## src/rtl/dmem_arbiter.sv

```systemverilog
// Round-robin arbiter sharing a single-port synchronous-read data memory
// between the processor (port 0) and a secondary master (port 1).
//
//   state  | meaning
//   -------+-------------------------------------------------------------
//   IDLE   | sample requests, pick a winner, load memory command
//   ACCESS | mem_en and winner's gnt high; write ends here
//   RESP   | read data on mem_rdata, winner's rvalid high
module dmem_arbiter #(
    parameter int AW = 16,
    parameter int DW = 16
) (
    input  logic          clk,
    input  logic          reset,
    input  logic          req0,
    input  logic          req1,
    input  logic          we0,
    input  logic          we1,
    input  logic [AW-1:0] addr0,
    input  logic [AW-1:0] addr1,
    input  logic [DW-1:0] wdata0,
    input  logic [DW-1:0] wdata1,
    output logic          gnt0,
    output logic          gnt1,
    output logic          rvalid0,
    output logic          rvalid1,
    output logic [DW-1:0] rdata0,
    output logic [DW-1:0] rdata1,
    output logic          mem_en,
    output logic          mem_we,
    output logic [AW-1:0] mem_addr,
    output logic [DW-1:0] mem_wdata,
    input  logic [DW-1:0] mem_rdata,
    output logic          busy
);

    typedef enum logic [1:0] {
        IDLE   = 2'd0,
        ACCESS = 2'd1,
        RESP   = 2'd2
    } state_t;

    state_t        state;
    logic          win;
    logic          last;
    logic          we_q;
    logic [DW-1:0] rdata0_q;
    logic [DW-1:0] rdata1_q;
    logic          pick1;

    // On a tie the port that was not served last wins.
    assign pick1 = req1 & (~req0 | ~last);

    always_ff @(posedge clk or negedge reset) begin
        if (!reset) begin
            state     <= IDLE;
            win       <= 1'b0;
            last      <= 1'b1;
            we_q      <= 1'b0;
            gnt0      <= 1'b0;
            gnt1      <= 1'b0;
            rvalid0   <= 1'b0;
            rvalid1   <= 1'b0;
            rdata0_q  <= '0;
            rdata1_q  <= '0;
            mem_en    <= 1'b0;
            mem_we    <= 1'b0;
            mem_addr  <= '0;
            mem_wdata <= '0;
            busy      <= 1'b0;
        end else begin
            gnt0    <= 1'b0;
            gnt1    <= 1'b0;
            rvalid0 <= 1'b0;
            rvalid1 <= 1'b0;
            mem_en  <= 1'b0;
            mem_we  <= 1'b0;
            case (state)
                IDLE: begin
                    if (req0 || req1) begin
                        win       <= pick1;
                        we_q      <= pick1 ? we1 : we0;
                        mem_en    <= 1'b1;
                        mem_we    <= pick1 ? we1 : we0;
                        mem_addr  <= pick1 ? addr1 : addr0;
                        mem_wdata <= pick1 ? wdata1 : wdata0;
                        gnt0      <= ~pick1;
                        gnt1      <= pick1;
                        busy      <= 1'b1;
                        state     <= ACCESS;
                    end
                end
                ACCESS: begin
                    last <= win;
                    if (we_q) begin
                        busy  <= 1'b0;
                        state <= IDLE;
                    end else begin
                        rvalid0 <= ~win;
                        rvalid1 <= win;
                        state   <= RESP;
                    end
                end
                RESP: begin
                    if (win) rdata1_q <= mem_rdata;
                    else     rdata0_q <= mem_rdata;
                    busy  <= 1'b0;
                    state <= IDLE;
                end
                default: begin
                    busy  <= 1'b0;
                    state <= IDLE;
                end
            endcase
        end
    end

    // The memory only presents read data during RESP, so the live value is
    // forwarded while rvalid is high and the captured copy is held afterwards.
    assign rdata0 = rvalid0 ? mem_rdata : rdata0_q;
    assign rdata1 = rvalid1 ? mem_rdata : rdata1_q;

endmodule

```

## config.mk

```make
export PLATFORM = sky130hd
export DESIGN_NAME = dmem_arbiter
export DESIGN_NICKNAME = d
export VERILOG_FILES = /design/src/rtl/dmem_arbiter.sv
export SDC_FILE = /design/constraint.sdc
export NUM_CORES = 1
export LEC_CHECK = 0
export CAP_MARGIN = 25
export CORE_ASPECT_RATIO = 1.25
export CORE_MARGIN = 2
export CORE_UTILIZATION = 39
export CTS_BUF_LIST = sky130_fd_sc_hd__clkbuf_4 sky130_fd_sc_hd__clkbuf_8
export CTS_CLUSTER_DIAMETER = 200
export CTS_CLUSTER_SIZE = 12
export DETAILED_ROUTE_END_ITERATION = 10
export GPL_TIMING_DRIVEN = 0
export PLACE_DENSITY = 0.79
export REMOVE_ABC_BUFFERS = 1
export SLEW_MARGIN = 20
export SYNTH_ARGS = -nofsm -noshare
export SYNTH_HDL_FRONTEND = slang
export SYNTH_SLANG_ARGS = --single-unit
```

## constraint.sdc

```tcl
create_clock -name clk -period 1.5 [get_ports clk]
set_clock_uncertainty 0.2 [all_clocks]
set_input_delay 0.15 -clock clk [delete_from_list [all_inputs] [get_ports clk]]
set_output_delay 0.15 -clock clk [all_outputs]
set_load 0.1 [all_outputs]
```

After elaboration in Yosys (flattened, before gate mapping) --
Index checks and enable logic that the tools add are counted.
Word-level totals: input port bits 86, word-level logic and storage cells 54, output and inout bits 71, register bits after elaboration 76
Operators by class: equal/unequal tests 4, mux-type cells 23, bitwise operators 6, reduce and logical (&&, ||, !) cells 6
Operators by type and width (count):
- 16-bit two-way mux | 4
- 1-bit two-way mux | 15
- 2-bit AND reduction | 4
- 2-bit two-way mux | 2
- 2-bit inequality test, second input constant | 2
- 1-bit inverter | 4
- 2-bit case mux with 2 select lines | 1
- 2-bit by 1-bit equality test with 1-bit output, second input constant | 1
- 2-bit equality test, second input constant | 1
- 2-bit zero test | 1
- 1-bit case mux with 2 select lines | 1
- 1-bit bitwise AND | 1
- 1-bit logical OR | 1
- 1-bit bitwise OR | 1

Longest topological paths before layout --
depth in word-level cells 6, gate-level depth with buffers 5

Worst setup path before layout --
No wires, ideal clock.
path kind register -> output, start point register rvalid0, end point output rdata0[10], setup slack -0.893 ns, data arrival time 2.043 ns, stages on the path, launching flop included 4, data required time 1.150 ns, cells stage by stage dfrtp_1 clkbuf_1 buf_2 mux2_2
On the way: cells in the longest elaborated chain, start to end 1
Ends and longest elaborated chain:
- start: declaration | line 25 | output logic rvalid0,
- start signal: assignment | line 99 | rvalid0 <= ~win;
- 16-bit two-way mux | line 120 | assign rdata0 = rvalid0 ? mem_rdata : rdata0_q;
- end: declaration | line 27 | output logic [DW-1:0] rdata0,
No other way between the ends.

Worst setup path after layout --
start point register rvalid1, end point output rdata1[6]
On the way: cells in the longest elaborated chain, start to end 1
Ends and longest elaborated chain:
- start: declaration | line 26 | output logic rvalid1,
- start signal: assignment | line 100 | rvalid1 <= win;
- 16-bit two-way mux | line 121 | assign rdata1 = rvalid1 ? mem_rdata : rdata1_q;
- end: declaration | line 28 | output logic [DW-1:0] rdata1,
No other way between the ends.

==> impl_metrics.ini <==
[status]
status = finished, violations left
violations = setup timing

[synth]
yosys-top-cells-area = dfrtp_1 54%, mux2_2 17%, a221o_1 9.5%, a21boi_0 6.1%, mux2_1 4.2%
synth_compound_area_frac = 0.173
synth_top_cell_by_area = dfrtp_1
synth_top_area_share = 0.541
synth_ff_type = dfrtp_1
synth_cell_types = 26
synth_top_family_by_area = multiplexers
synth.most_common_cell = dfrtp_1
ys_seq_area_frac = 0.548
yosys_warnings = 0
synthArstFlopShare = 1.00
synth.cell_area_um2 = 3470
yosys.area_share.xor_xnor = 0
ys_ff_latch = 76
synth_mux_area_frac = 0.211
syn_avg_cell_area_um2 = 13.9
synth_edf_count = 0
synth_common_cells = 75 x dfrtp_1, 52 x mux2_2, 33 x a221o_1
synthAdderAreaFrac = 0
syn_inst = 249
synth_simple_gate_area_frac = 0.0277

[global_routing]
grt_pass1_wl_um = 18300
overflow = 0
grt_max_degree = 49
grt_pass1_vias = 3301
track_usage = 0.255
grtUsageMet1 = 0.292
grt_util_met2 = 0.478
use_met3 = 0.0375
grt_busiest_layer = met2
grt_antenna_before_repair = 0

[sta]
period_needed_ns = 1.85
rsz0062_at_grt = yes
slew_viol_final = 0
timing.setup.tns_ns = -18.07
slew-limit-headroom = 0.664
tightest_slew_ns = 0.504
layout_setup_ws_ns = -0.349
setup_viol = 99
hold_ws_ns = 0.0818
final.period_utilization = 1.23
clock.fmax_mhz = 541
finalHoldViolCount = 0

[worst_setup_path]
cpPeakStageDelay_ns = 0.51
crit_slowest_cell = dfrtp_4
path_common_cell = buf_12
r2r-start = state[0]
criticalPathCategory = reg -> out
rrSetupSlack_ns = -0.19
cp-start-kind = flip-flop
cp_max_fo = 11
end_kind = primary output
worstPathRequired_ns = 1.15
r2r_end = rdata0_q[5]
arrival_ns = 1.50
path_delay_family = flip-flops
worst_r2r_path_depth = 5
crit_buf_inv = 2
cp-startpoint = rvalid1
crit_path_cell_trace = buf_12, mux2_2, buf_12

[clock_tree]
htreeDepth = 3
clk_pin_slew_worst_paths_ns = 0.08
tritoncts = done
cts_buffer_depth = 2
numCtsBuffers = 9
clk_latency_ns = 0.34
ctsRootBufferMaster = clkbuf_8
cts_sinks = 76

[detailed_routing]
wl_per_cell_um = 22.3
routed_wl_um = 12700
drtPass1Iterations = 4
ant_nets = 0
dr.first_iter.drc_count = 146
drcViolationCount = 0
vias = 3128
viasPerCell = 5.48

[floorplan]
rows = 38
die_y_um = 109
die_area_um2 = 9680
core_area_um2 = 8650
die_w_um = 88.4
start_util = 0.401
io-pin-count = 157

[run]
drv_cap = 0

[final_layout]
final_nets = 533
area_growth_pct = 76.7
utilization = 0.709
n_antenna_cell = 0
final_layout_size_suffix_gt1_frac = 0.545

[placed_design]
hpwlAfterDp_um = 6280
gp_congestion = 0.723
port_buffers = 156

[hold_path]
hp-class = in -> async
-- cell type report --
type / instances / area [µm²]
clock buffer: 11 / 151
sequential: 76 / 1910
fill: 591 / 2520
multi-input combinational: 163 / 1800
clock inverter: 4 / 48.8
inverter: 3 / 16.3
tap: 120 / 150
timing repair buffer: 194 / 2050
-- kinds of logic after synthesis --
kind of cell           count (synthesis)
DFF                                   76
AOI/OAI and AO/OA                     69
muxes                                 65
buffers and inverters                 24
and+or+nand+nor                       15
-- placed cells by master, fill, tap and decap left out, drive strengths merged --
cell	instances
a22o	1
mux2	65
clkbuf	34
a221o	33
dlygate4sd3	1
nand2	3
clkdlybuf4s50	82
nand3	1
nand2b	1
dlygate4sd2	2
nor4	1
clkinv	3
nor2	4
bufinv	1
a22oi	1
and3	15
a21boi	33
a21o	1
nor3b	1
and2	1
dfrtp	75
or2	1
nor3	1
dfstp	1
buf	86
inv	3
-- registers in the layout, summed over array words and instances (netlist names), 2 cells and up --
| register | cells |
|---|---|
| mem_addr | 16 |
| state | 2 |
| rdata0_q | 16 |
| rdata1_q | 16 |
| mem_wdata | 16 |
-- metrics by stage --
step | instances | area, µm² | setup slack [ns]
2_1_floorplan | 228 | 3340 | -0.881
3_3_place_gp | 504 | 5060 | -2.50
3_5_place_dp | 506 | 5100 | -1.14
4_1_cts | 566 | 5920 | -0.335
5_1_grt | 571 | 6140 | -0.382
6_report | 571 | 6140 | -0.349
-- routing by layer --
layer / share of wire / routed length [µm] / up-vias
met5: 0 / 0 / -
met4: 0.023 / 288 / 0
met3: 0.059 / 754 / 24
met2: 0.54 / 6840 / 146
met1: 0.38 / 4830 / 1579
li1: - / - / 1379
-- worst max path at each step --
stage	depth (start not counted)	endpoint
after floorplan	3	mem_addr[0]
after global placement	1	mem_wdata[8]
after detailed placement	2	rdata1[12]
after CTS	3	rdata0[9]
after global routing	3	rdata1[2]
final	3	rdata1[6]
-- repair_timing --
action / in CTS / in global routing
cloned: 18 / 0
hold buffers: 1 / 0
endpoints found under the setup margin: 142 / 125
endpoints found under the hold margin: 75 / 0
gates resized for setup: 543 / 62
buffers inserted: 26 / 8
pin swaps: 44 / 28
Power is left out: the tool's default activity adds up to more than one toggle a clock period on the data nets, which glitch-free logic cannot reach.
